**config.mk**
```make
export PLATFORM = sky130hd
export DESIGN_NAME = heap_array_allocator
export DESIGN_NICKNAME = d
export VERILOG_FILES = /design/src/rtl/heap_alloc_pkg.sv /design/src/rtl/heap_array_allocator_rr_arbiter.sv /design/src/rtl/heap_array_allocator.sv
export SDC_FILE = /design/constraint.sdc
export NUM_CORES = 1
export LEC_CHECK = 0
export BUFFER_PORTS_ARGS = -buffer_cell sky130_fd_sc_hd__buf_2
export CAP_MARGIN = 20
export CORE_AREA = 3 3 186 188
export DETAILED_ROUTE_END_ITERATION = 10
export DIE_AREA = 0 0 189 191
export PLACE_DENSITY = 0.53
export SYNTH_ARGS = -nofsm -noshare
export SYNTH_HDL_FRONTEND = slang
export SYNTH_SLANG_ARGS = --single-unit
```
**constraint.sdc**
```tcl
create_clock -name clock -period 4.9 [get_ports clock]
set_input_delay 0.49 -clock clock [delete_from_list [all_inputs] [get_ports clock]]
set_output_delay 0.49 -clock clock [all_outputs]
set_load 0.01 [all_outputs]
```
**src/rtl/heap_alloc_pkg.sv**
```systemverilog
// Shared types and helpers for the heap array allocator.
// Imported by the allocator top and its round-robin arbiter.
package heap_alloc_pkg;

   typedef enum logic [1:0] {IDLE, EXEC, RESP} state_e;

   localparam logic OP_ALLOC = 1'b0;
   localparam logic OP_FREE  = 1'b1;

   // Index width for an n-entry select, never narrower than one bit
   function automatic int unsigned idx_w(input int unsigned n);
      return (n > 1) ? $clog2(n) : 1;
   endfunction

   localparam int unsigned NREQ_DEFAULT = 2;
   localparam int unsigned REQ_IDX_W    = idx_w(NREQ_DEFAULT);

endpackage

```
**src/rtl/heap_array_allocator_rr_arbiter.sv**
```systemverilog
// Round-robin arbiter: first valid requester at or after the pointer wins.
// The pointer only advances when a grant is actually issued (en_i high).
module rr_arbiter
   import heap_alloc_pkg::*;
#(
   parameter int unsigned NReq = 2,
   parameter int unsigned IW   = idx_w(NReq)
) (
   input  logic            clock,
   input  logic            reset,
   input  logic [NReq-1:0] valid_i,
   input  logic            en_i,
   output logic [NReq-1:0] grant_o,
   output logic [IW-1:0]   grant_idx_o,
   output logic            grant_vld_o
);

   logic [IW-1:0] ptr_q, ptr_d;
   logic          found;
   int            c, nxt;

   always_comb begin
      grant_o     = '0;
      grant_idx_o = '0;
      found       = 1'b0;
      c           = 0;
      nxt         = 0;
      ptr_d       = ptr_q;
      for (int k = 0; k < int'(NReq); k++) begin
         c = int'(ptr_q) + k;
         if (c >= int'(NReq)) c = c - int'(NReq);
         if (!found && valid_i[c]) begin
            found       = 1'b1;
            grant_idx_o = IW'(c);
         end
      end
      grant_vld_o = en_i & found;
      if (grant_vld_o) begin
         grant_o[grant_idx_o] = 1'b1;
         nxt = int'(grant_idx_o) + 1;
         if (nxt >= int'(NReq)) nxt = 0;
         ptr_d = IW'(nxt);
      end
   end

   always_ff @(posedge clock) begin
      if (reset) ptr_q <= '0;
      else       ptr_q <= ptr_d;
   end

endmodule

```
**src/rtl/heap_array_allocator.sv**
```systemverilog
// Heap array slot allocator: arbitrated alloc/free with a LIFO freed stack,
// in-use bitmap and high-water counter; one operation in flight (3-cycle cadence).
module heap_array_allocator
   import heap_alloc_pkg::*;
#(
   parameter int unsigned MemoryElementWidth = 12,
   parameter int unsigned NArrays            = 20,
   parameter int unsigned NFreedArrays       = 20,
   parameter int unsigned NReq               = 2
) (
   input  logic                               clock,
   input  logic                               reset,
   input  logic [NReq-1:0]                    req_valid,
   input  logic [NReq-1:0]                    req_free,
   input  logic [NReq*MemoryElementWidth-1:0] req_array,
   output logic [NReq-1:0]                    req_ready,
   output logic                               resp_valid,
   output logic [idx_w(NReq)-1:0]             resp_req,
   output logic [MemoryElementWidth-1:0]      resp_array,
   output logic                               resp_error,
   output logic                               size_clear_valid,
   output logic [MemoryElementWidth-1:0]      size_clear_index,
   output logic [MemoryElementWidth-1:0]      allocs,
   output logic [MemoryElementWidth-1:0]      freed_top
);

   localparam int unsigned MW = MemoryElementWidth;
   localparam int unsigned RW = idx_w(NReq);
   localparam int unsigned AW = idx_w(NArrays);
   localparam int unsigned SW = idx_w(NFreedArrays);
   localparam logic [MW-1:0] NA_W = MW'(NArrays);
   localparam logic [MW-1:0] NF_W = MW'(NFreedArrays);

   state_e          state_q, state_d;
   logic            op_q;
   logic [MW-1:0]   id_q, allocs_q, freed_top_q, resp_array_q, top_m1, exec_id;
   logic [RW-1:0]   rq_q, gnt_idx;
   logic            resp_err_q, gnt_vld, alloc_ok, free_ok;
   logic [NArrays-1:0]  in_use_q;
   logic [MW-1:0]   stack_q [NFreedArrays];

   rr_arbiter #(.NReq(NReq), .IW(RW)) u_arb (
      .clock       (clock),
      .reset       (reset),
      .valid_i     (req_valid),
      .en_i        (state_q == IDLE),
      .grant_o     (req_ready),
      .grant_idx_o (gnt_idx),
      .grant_vld_o (gnt_vld)
   );

   always_comb begin
      state_d  = state_q;
      alloc_ok = 1'b0;
      free_ok  = 1'b0;
      exec_id  = '0;
      top_m1   = freed_top_q - MW'(1);
      unique case (state_q)
         IDLE: if (gnt_vld) state_d = EXEC;
         EXEC: begin
            state_d = RESP;
            if (op_q == OP_ALLOC) begin
               if (freed_top_q != '0) begin
                  alloc_ok = 1'b1;
                  exec_id  = stack_q[top_m1[SW-1:0]];
               end else if (allocs_q < NA_W) begin
                  alloc_ok = 1'b1;
                  exec_id  = allocs_q;
               end
            end else begin
               // id range is checked before the bitmap lookup to keep the index in bounds
               free_ok = (id_q < allocs_q) && (id_q < NA_W) &&
                         (freed_top_q < NF_W) && in_use_q[id_q[AW-1:0]];
            end
         end
         RESP: state_d = IDLE;
         default: state_d = IDLE;
      endcase
   end

   always_ff @(posedge clock) begin
      if (reset) begin
         state_q      <= IDLE;
         op_q         <= OP_ALLOC;
         id_q         <= '0;
         rq_q         <= '0;
         allocs_q     <= '0;
         freed_top_q  <= '0;
         in_use_q     <= '0;
         resp_array_q <= '0;
         resp_err_q   <= 1'b0;
      end else begin
         state_q <= state_d;
         if (gnt_vld) begin
            op_q <= req_free[gnt_idx];
            id_q <= req_array[gnt_idx*MW +: MW];
            rq_q <= gnt_idx;
         end
         if (state_q == EXEC) begin
            resp_err_q   <= !(alloc_ok || free_ok);
            resp_array_q <= (op_q == OP_ALLOC) ? exec_id : id_q;
            if (alloc_ok) begin
               in_use_q[exec_id[AW-1:0]] <= 1'b1;
               if (freed_top_q != '0) freed_top_q <= top_m1;
               else                   allocs_q    <= allocs_q + MW'(1);
            end
            if (free_ok) begin
               in_use_q[id_q[AW-1:0]] <= 1'b0;
               freed_top_q <= freed_top_q + MW'(1);
            end
         end
      end
   end

   // Stack contents are only meaningful below freed_top, so they need no reset
   always_ff @(posedge clock) begin
      if (!reset && free_ok) stack_q[freed_top_q[SW-1:0]] <= id_q;
   end

   assign resp_valid       = (state_q == RESP);
   assign resp_req         = resp_valid ? rq_q : '0;
   assign resp_array       = resp_valid ? resp_array_q : '0;
   assign resp_error       = resp_valid & resp_err_q;
   assign size_clear_valid = alloc_ok;
   assign size_clear_index = alloc_ok ? exec_id : '0;
   assign allocs           = allocs_q;
   assign freed_top        = freed_top_q;

endmodule

```
==> results of run 1 <==
## per-layer routing
layer  GRT usage [%]  share of wire [%]  vias up
met4            4.30                1.7        0
met2            29.6                 47      220
met5               0                  0        -
met3            2.88                4.9       40
li1                -                  -     3510
met1            28.1                 46     4068
## power by group through the flow
stage / combinational [µW] / sequential, µW / clock, µW
6_report: 3970 / 3220 / 2600
3_3_place_gp: 3990 / 3280 / 0
4_1_cts: 4010 / 3230 / 2660
2_1_floorplan: 2920 / 3170 / 0
3_5_place_dp: 3980 / 3280 / 0
5_1_grt: 4250 / 3250 / 2770
## critical path, stage by stage, from the launching register on
cell and delay [ps]:
dfxtp_4 620, buf_4 780, mux4_2 680, mux4_2 500
nand2_1 90, a31oi_1 160, buf_2 200
## layout make-up
| cell class | instances | area (µm²) |
|---|---|---|
| multi-input cells | 449 | 4220 |
| repair buffers | 129 | 773 |
| flip-flops and latches | 314 | 8690 |
| inverters | 16 | 60.1 |
| clock buffers | 44 | 941 |
| fillers | 2941 | 17800 |
| well taps | 448 | 561 |
| clock inverters | 16 | 199 |
## state kept, by name, indices dropped and copies added, names as in the netlist, 2 cells and up
register and flops:
in_use_q 20, resp_array_q 12, freed_top 12, allocs 12
id_q 12, stack_q 240, state_q 2
## how the worst min path moves through the flow
stage / start / to / slack [ps] / cells after the start
after floorplan: resp_err_q / resp_err_q / 430 / 2
after global placement: resp_err_q / resp_err_q / 440 / 2
after detailed placement: resp_err_q / resp_err_q / 450 / 2
after CTS: req_array[6] / id_q[6] / 220 / 3
after global routing: req_array[2] / id_q[2] / 240 / 3
final: req_array[6] / id_q[6] / 240 / 3
## logic make-up (layout without fill, tap and decap cells)
family          count (synthesis)  after routing
simple gates                  214            214
xor+xnor                       15             15
mux                            84             84
flops                         314            314
fa+ha+maj                      17             17
buf+inv                        66            205
compound gates                119            119
## placed cells by master (no fill, tap or decap), drive strengths merged, types with 18 or more instances in the layout
master / netlist / routed
buf: 24 / 129
a21oi: 42 / 42
nand2: 29 / 29
edfxtp: 240 / 240
inv: 16 / 18
nor3: 28 / 28
nor2: 75 / 75
a211oi: 36 / 36
dfxtp: 74 / 74
mux4: 72 / 72
clkbuf: 26 / 44
## metrics by stage
| stage | total power (µW) | hold WS [ps] |
|---|---|---|
| floorplan | 6090 | 427 |
| global placement | 7270 | 440 |
| detailed placement | 7270 | 450 |
| CTS | 9900 | 223 |
| global route | 10300 | 243 |
| finish | 9790 | 243 |
==> results by group, run 1 <==
Outcome
  – Status: finished, final reports clean

Synthesis
  – Synth Register Bits: 314
  – Simple-gate area share of the yosys netlist: 8.97%
  – Synth top cells by count: edfxtp_1, dfxtp_1, nor2_1
  – Net Count, Synth: 876
  – Synth top area share: 54.5%
  – Distinct cells, synth: 64
  – Multiplexer share of the synthesized area: 13.3%
  – Synthesized instance count: 829
  – Synth area leaders: edfxtp_1, mux4_2, dfxtp_1
  – Compound-Gate Fraction of Synth Area: 6.59%
  – Area leader, netlist: edfxtp_1
  – Dominant synthesized flop cell: edfxtp_1
  – Synthesized area: 13,200 µm²
  – Count leader, synth: edfxtp_1
  – Syn. warnings: 0
  – Sequential area share after synthesis: 65.7%
  – Avg Inst Size Synth: 16.0 µm²
  – Synth Area in Adders: 1.61%
  – EDFF count, synth: 240
  – Post-synthesis xor/xnor area fraction: 1.33%
  – Post-synth ARST share: 0%
  – Main combinational cell family by area after synthesis: multiplexers

Final layout
  – Share of layout cells above drive strength 1: 29.4%
  – Diode count: 0
  – Final core utilization: 46.4%
  – Design area: 15,400 µm²
  – Post-Layout Cell Count: 1,416
  – Area Growth Syn to Fin: 16.8%
  – Number of nets in the final layout: 992

Route
  – Drc violations: 0
  – Vias per cell: 5.54
  – Routed WL per cell: 24.2 µm
  – DRT antenna net count: 0
  – DRT Pass-1 Iters: 6
  – Via Count: 7,838
  – Detailed Route WL: 34,300 µm
  – DR iter-0 viols: 715

Clocking
  – TritonCTS clock tree: yes
  – CTS max path bufs: 3
  – Post-cts sizing count: 0
  – Cts-stage hold buffer count: 0
  – Register clock-pin slew on the reported worst setup and hold paths: 50 ps
  – Worst skew pair latency: 520 ps
  – H-tree depth: 2
  – CTS sink cnt: 314
  – CTS Buf Count: 35
  – Clock Tree Root: clkbuf_16
  – Post-CTS setup buffers: 0

Setup path
  – Setup CP Type: reg2out
  – R2R Path End: stack_q[1][8]
  – Worst-path fanout max: 47
  – Worst endpoint required time: 4410 ps
  – FF-to-FF setup slack: 1160 ps
  – Arr. time, crit path: 3630 ps
  – Critical Path End: size_clear_index[8]
  – Crit start category: flip-flop
  – Critical Path Start: freed_top[0]
  – Crit. End Element: output port
  – R2r worst-path depth: 8
  – R2R Path Start: id_q[6]

GRT
  – Number of global-route vias before repair: 7,694
  – GRT Total Usage: 18.9%
  – Largest net degree at the start of global routing: 78
  – Remaining Overflow, GRT: 0
  – First-pass GRT wire length: 51,000 µm
  – Initial antenna violation count: 0

Timing
  – Fmax: 243 MHz
  – Worst Clk Skew: 22.6 ps
  – Fin crit share: 84.2%
  – # setup viols final: 0
  – Minimum clock period: 4120 ps
  – Final Max Tran Viols: 0
  – Slew @ Worst Pin: 1080 ps
  – Setup tns final: 0 ps
  – Final Hold Fails: 0
  – Relative slew margins: 27.8%
  – Worst setup margin: 777 ps
  – RSZ-0062 raised after global routing: false

Placement
  – Post-DP HPWL: 22,900 µm
  – Placed cell count: 1,354
  – Placed Area: 14,300 µm²
  – GP Congestion: 0.781
  – I/O Buffers: 83
  – Pre-CTS setup slack: 1170 ps

Job
  – Max_cap viols: 0

Die
  – Num ports: 84
  – Initial Util: 39.7%
  – Die area: 36,100 µm²
  – CORE AREA: 33,300 µm²
  – Die Y: 191 µm
  – Rows: 67
  – Die Wd: 189 µm

Power and ir drop
  – Sw frac: 36.6%
  – Peak VDD IR: 0.000310 V
  – Power Dens Cells: 634 nW/µm²
  – P_sw: 3580 µW
  – Pint: 6210 µW
  – Clock share of power: 26.5%
  – Pleak: 0.00527 µW
  – Sequential power share: 32.9%
  – Comb pwr share: 40.6%

Worst hold path
  – Hold Path Class: in2reg
Power figures use the tool's default switching activity.
==> inputs of run 2 (changes only) <==
==> constraint.sdc (replaced) <==
create_clock -name clock -period 3.95 [get_ports clock]
set_input_delay 0.395 -clock clock [delete_from_list [all_inputs] [get_ports clock]]
set_output_delay 0.395 -clock clock [all_outputs]
set_load 0.01 [all_outputs]
==> results by group, run 2 (same netlist as run 1, synthesis figures left out) <==
Outcome
  – Status: finished, final reports clean (unchanged)

GRT
  – Initial antenna violation count: 0 (unchanged)
  – First-pass GRT wire length: 50,200 µm (was 51,000 µm)
  – Remaining Overflow, GRT: 0 (unchanged)
  – Largest net degree at the start of global routing: 75 (was 78)
  – GRT Total Usage: 18.6% (was 18.9%)
  – Number of global-route vias before repair: 7,717 (was 7,694)

Timing
  – Worst Clk Skew: 21.2 ps (was 22.6 ps)
  – Relative slew margins: 37.2% (was 27.8%)
  – Fin crit share: 93.5%
  – Setup tns final: 0 ps (unchanged)
  – Slew @ Worst Pin: 939 ps (was 1080 ps)
  – Final Max Tran Viols: 0 (unchanged)
  – Hold WS: 143 ps (was 243 ps)
  – Minimum clock period: 3690 ps
  – RSZ-0062 raised after global routing: false (unchanged)
  – # setup viols final: 0 (unchanged)
  – Final Hold Fails: 0 (unchanged)
  – Fmax: 271 MHz

Clocking
  – CTS sink cnt: 314 (unchanged)
  – Post-CTS setup buffers: 0 (unchanged)
  – Cts-stage hold buffer count: 0 (unchanged)
  – Post-cts sizing count: 0 (unchanged)
  – CTS Buf Count: 36 (was 35)
  – CTS max path bufs: 3 (unchanged)
  – TritonCTS clock tree: yes (unchanged)
  – H-tree depth: 2 (unchanged)
  – Worst skew pair latency: 510 ps (was 520 ps)
  – Register clock-pin slew on the reported worst setup and hold paths: 60 ps (was 50 ps)
  – Clock Tree Root: clkbuf_16 (unchanged)

Setup path
  – Worst-path fanout max: 17 (was 47)
  – Crit start category: flip-flop (unchanged)
  – Crit. End Element: output port (unchanged)
  – R2R Path Start: allocs[11] (was id_q[6])
  – FF-to-FF setup slack: 570 ps (was 1160 ps)
  – Arr. time, crit path: 3300 ps (was 3630 ps)
  – Worst endpoint required time: 3560 ps (was 4410 ps)
  – Setup CP Type: reg2out (unchanged)
  – R2R Path End: stack_q[14][3] (was stack_q[1][8])
  – R2r worst-path depth: 10 (was 8)

Route
  – Via Count: 7,758 (was 7,838)
  – Routed WL per cell: 23.4 µm (was 24.2 µm)
  – Detailed Route WL: 33,400 µm (was 34,300 µm)
  – Vias per cell: 5.43 (was 5.54)
  – DRT Pass-1 Iters: 8 (was 6)
  – Drc violations: 0 (unchanged)
  – DR iter-0 viols: 775 (was 715)
  – DRT antenna net count: 0 (unchanged)

Power and ir drop
  – Sw frac: 36.6% (about the same)
  – Comb pwr share: 41.6% (was 40.6%)
  – Sequential power share: 31.7% (was 32.9%)
  – Peak VDD IR: 0.000532 V (was 0.000310 V)
  – Pint: 7810 µW (was 6210 µW)
  – Pleak: 0.00534 µW (was 0.00527 µW)
  – Clock share of power: 26.8% (was 26.5%)
  – Power Dens Cells: 791 nW/µm² (was 634 nW/µm²)
  – P_sw: 4510 µW (was 3580 µW)

Final layout
  – Multi-input gate area: 4220 µm² (unchanged)
  – Most frequent cells in the layout: edfxtp_1, buf_2, nor2_1 (unchanged)
  – Area Growth Syn to Fin: 17.7% (was 16.8%)
  – Number of nets in the final layout: 1,002 (was 992)
  – Largest register FFs: 240 (unchanged)
  – Share of layout cells above drive strength 1: 30.0% (was 29.4%)
  – Diode count: 0 (unchanged)
  – Layout fillers: 2,919 (was 2,941)
  – Commonest non-fill, non-tap cell in the layout: edfxtp_1 (unchanged)
  – Register area: 8690 µm² (about the same)

Die
  – Die area: 36,100 µm² (unchanged)
  – Initial Util: 39.7% (unchanged)
  – Num ports: 84 (unchanged)
  – Rows: 67 (unchanged)
  – Die Wd: 189 µm (unchanged)
  – Die Y: 191 µm (unchanged)
  – CORE AREA: 33,300 µm² (unchanged)

Worst hold path
  – Hold Path Class: in2reg (unchanged)
  – Hold path depth: 3 (unchanged)
  – WHS Endpoint: id_q[2] (was id_q[6])
  – Hold path startpoint: req_array[2] (was req_array[6])

Placement
  – I/O Buffers: 83 (unchanged)
  – Post-DP HPWL: 22,200 µm (was 22,900 µm)
  – GP Congestion: 0.750 (was 0.781)

Job
  – Max_cap viols: 0 (unchanged)
[run 2: changes by cell type in the layout (fill, tap and decap cells not counted)]
cell	previous run	this run
buf_12	1	2
buf_4	45	53
clkinv_4	0	2
clkinv_2	6	3
inv_6	2	1
clkinv_1	2	4
dfxtp_1	72	73
clkbuf_8	1	4
dfxtp_2	1	0
[run 2: per-stage QoR]
step	std cells	power, µW	area [µm²]	setup slack [ps]	utilization, %
floorplan	829	7560	13200	162	-
global placement	1365	9110	14400	685	43.2
detailed placement	1365	9110	14400	621	43.2
CTS	1428	12400	15600	246	46.8
global route	1428	12900	15600	122	46.8
finish	1428	12300	15600	257	46.8
[run 2: metal layers]
metal  vias up  routed length, µm  track usage, %
li1       3536                  -               -
met1      3987              15600            27.6
met4         0                696            4.53
met5         -                  0               0
met2       195              15300            28.5
met3        40               1780            3.34
[run 2: worst max path at each step]
stage,start,to,slack [ps]
global route,freed_top[2],size_clear_index[8],120
finish,freed_top[2],size_clear_index[6],260
global placement,allocs[11],stack_q[17][11],680
CTS,freed_top[0],size_clear_index[8],250
detailed placement,allocs[11],stack_q[10][0],620
floorplan,freed_top[0],size_clear_index[11],160
[run 2: power by group through the flow]
stage          combinational [µW]  sequential [µW]  clock [µW]
2_1_floorplan                3620             3930           0
3_3_place_gp                 5150             3970           0
3_5_place_dp                 5140             3970           0
4_1_cts                      5170             3900        3370
5_1_grt                      5460             3920        3510
6_report                     5120             3900        3300
[run 2: worst max-delay path: stages (launching register included)]
cell	delay, ps
dfxtp_1	900
nor3_4	50
xnor2_2	680
mux4_2	380
nand2_1	90
a31oi_1	450
buf_2	230
[run 2: cell type report]
class                      count  area share, %
sequential                   314           55.8
multi-input combinational    449           27.1
clock buffer                  47           6.31
timing repair buffer         138           5.48
tap                          448           3.60
clock inverter                16           1.29
inverter                      16          0.386
==> inputs of run 3 (changes only) <==
--- a/config.mk
+++ b/config.mk
@@ -10,7 +10,9 @@
 export CORE_AREA = 3 3 186 188
 export DETAILED_ROUTE_END_ITERATION = 10
 export DIE_AREA = 0 0 189 191
+export MAX_ROUTING_LAYER = met4
 export PLACE_DENSITY = 0.53
+export RECOVER_POWER = 50
 export SYNTH_ARGS = -nofsm -noshare
 export SYNTH_HDL_FRONTEND = slang
 export SYNTH_SLANG_ARGS = --single-unit
==> results by group, run 3 (same netlist as run 1, synthesis figures left out) <==
Placement
  – I/O Buffers: 83 (unchanged)
  – Post-DP HPWL: 22,200 µm (unchanged)
  – GP Congestion: 0.760 (was 0.750)
  – Pre-CTS setup slack: 621 ps (unchanged)

GRT
  – Remaining Overflow, GRT: 0 (unchanged)
  – Initial antenna violation count: 0 (unchanged)
  – First-pass GRT wire length: 50,100 µm (was 50,200 µm)
  – GRT Total Usage: 19.1% (was 18.6%)
  – Largest net degree at the start of global routing: 75 (unchanged)
  – Met2 Resource Use GR: 28.7% (was 28.5%)
  – Met3 Use GR: 3.34% (unchanged)
  – Number of global-route vias before repair: 7,739 (was 7,717)
  – Layer with the highest usage: met2 (unchanged)
  – GR Util met1: 27.3% (was 27.6%)

Worst hold path
  – Hold Path Class: in2reg (unchanged)
  – WHS Endpoint: op_q (was id_q[2])
  – Hold path startpoint: req_free[0] (was req_array[2])
  – Hold path depth: 3 (unchanged)

Die
  – Die Y: 191 µm (unchanged)
  – CORE AREA: 33,300 µm² (unchanged)
  – Die Wd: 189 µm (unchanged)
  – Die area: 36,100 µm² (unchanged)
  – Initial Util: 39.7% (unchanged)
  – Rows: 67 (unchanged)
  – Num ports: 84 (unchanged)

Power and ir drop
  – Power Dens Cells: 796 nW/µm² (was 791 nW/µm²)
  – Pint: 7780 µW (was 7810 µW)
  – Total power: 12,300 µW (about the same)
  – Pleak: 0.00515 µW (was 0.00534 µW)
  – Sequential power share: 31.7% (about the same)
  – Comb pwr share: 41.4% (was 41.6%)
  – P_sw: 4530 µW (was 4510 µW)
  – Sw frac: 36.8% (was 36.6%)
  – Clock share of power: 26.8% (about the same)
  – Peak VDD IR: 0.000534 V (was 0.000532 V)

Route
  – Drc violations: 0 (unchanged)
  – DRT Pass-1 Iters: 7 (was 8)
  – Detailed Route WL: 33,500 µm (was 33,400 µm)
  – Routed WL per cell: 23.5 µm (was 23.4 µm)
  – Via Count: 7,804 (was 7,758)
  – Vias per cell: 5.46 (was 5.43)
  – DRT antenna net count: 0 (unchanged)
  – DR iter-0 viols: 667 (was 775)

Timing
  – # setup viols final: 0 (unchanged)
  – Slew @ Worst Pin: 3480 ps (was 939 ps)
  – Relative slew margins: -132% (was 37.2%)
  – Final Hold Fails: 0 (unchanged)
  – Worst Clk Skew: 22.1 ps (was 21.2 ps)
  – Fmax: 269 MHz (was 271 MHz)
  – Setup tns final: 0 ps (unchanged)
  – Fin crit share: 94.1% (was 93.5%)
  – RSZ-0062 raised after global routing: false (unchanged)
  – Final Max Tran Viols: 75 (was 0)
  – Hold WS: 145 ps (was 143 ps)
  – Worst setup margin: 233 ps (was 257 ps)
  – Minimum clock period: 3720 ps (was 3690 ps)

Setup path
  – R2r worst-path depth: 8 (was 10)
  – Setup CP Type: reg2out (unchanged)
  – R2R Path End: stack_q[10][3] (was stack_q[14][3])
  – FF-to-FF setup slack: 490 ps (was 570 ps)
  – Crit start category: flip-flop (unchanged)
  – Worst endpoint required time: 3560 ps (about the same)
  – Crit. End Element: output port (unchanged)
  – Worst-path fanout max: 17 (unchanged)
  – Arr. time, crit path: 3320 ps (was 3300 ps)
  – R2R Path Start: id_q[7] (was allocs[11])

Outcome
  – Status: complete, but fails checks (was finished, final reports clean)
  – Violated checks: max-capacitance violations, max-slew violations

Clocking
  – Post-CTS setup buffers: 0 (unchanged)
  – Clock Tree Root: clkbuf_16 (unchanged)
  – Register clock-pin slew on the reported worst setup and hold paths: 60 ps (about the same)
  – CTS sink cnt: 314 (unchanged)
  – Cts-stage hold buffer count: 0 (unchanged)
  – CTS Buf Count: 36 (unchanged)
  – H-tree depth: 2 (unchanged)
  – Worst skew pair latency: 510 ps (about the same)
  – CTS max path bufs: 3 (unchanged)
  – TritonCTS clock tree: yes (unchanged)
  – Post-cts sizing count: 0 (unchanged)

Final layout
  – Largest register FFs: 240 (unchanged)
  – Area Growth Syn to Fin: 17.0% (was 17.7%)
  – Most frequent cells in the layout: edfxtp_1, nor2_1, dfxtp_1 (was edfxtp_1, buf_2, nor2_1)
  – Commonest non-fill, non-tap cell in the layout: edfxtp_1 (unchanged)
  – Share of layout cells above drive strength 1: 25.6% (was 30.0%)
  – Diode count: 0 (unchanged)
  – Number of nets in the final layout: 1,002 (unchanged)

Job
  – Max_cap viols: 1 (was 0)
[run 3: cell count changes in the layout (fill, tap and decap cells not counted), sizes merged]
cell,delta
clkbuf,+43
buf,-43
[run 3: worst max-delay path by stage]
stage / startpoint / endpoint / slack, ps
6_report: freed_top[2] / size_clear_index[6] / 230
3_3_place_gp: allocs[11] / stack_q[17][11] / 680
5_1_grt: freed_top[2] / size_clear_index[8] / 120
3_5_place_dp: allocs[11] / stack_q[10][0] / 620
4_1_cts: freed_top[0] / size_clear_index[8] / 250
2_1_floorplan: freed_top[0] / size_clear_index[11] / 160
[run 3: per-layer routing]
layer	vias up	part of all wire, %
li1	3536	-
met5	-	0
met3	40	5.4
met4	0	2.1
met1	4015	47
met2	213	46
[run 3: cell type report]
| cell class | instances | area (µm²) |
|---|---|---|
| Clock buffer | 47 | 982 |
| Clock inverter | 16 | 200 |
| Fill cell | 2951 | 17800 |
| Inverter | 16 | 60.1 |
| Multi-Input combinational cell | 449 | 4220 |
| Sequential cell | 314 | 8690 |
| Tap cell | 448 | 561 |
| Timing Repair Buffer | 138 | 757 |
[run 3: stage by stage]
step,utilization (%),instances,cell area [µm²]
floorplan,-,829,13200
finish,46.5,1428,15500
CTS,46.8,1428,15600
global route,46.5,1428,15500
global placement,43.2,1365,14400
detailed placement,43.2,1365,14400
[run 3: critical path, cell delays in order (launching register included)]
cell	delay [ps]
dfxtp_1	910
nor3_4	50
xnor2_2	660
mux4_2	380
nand2_1	90
a31oi_1	480
buf_2	240
[run 3: power by group through the flow]
| stage | registers (µW) | logic (µW) | clock network, µW |
|---|---|---|---|
| 2_1_floorplan | 3930 | 3620 | 0 |
| 3_3_place_gp | 3970 | 5150 | 0 |
| 3_5_place_dp | 3970 | 5140 | 0 |
| 4_1_cts | 3900 | 5170 | 3370 |
| 5_1_grt | 3930 | 5430 | 3510 |
| 6_report | 3910 | 5100 | 3300 |
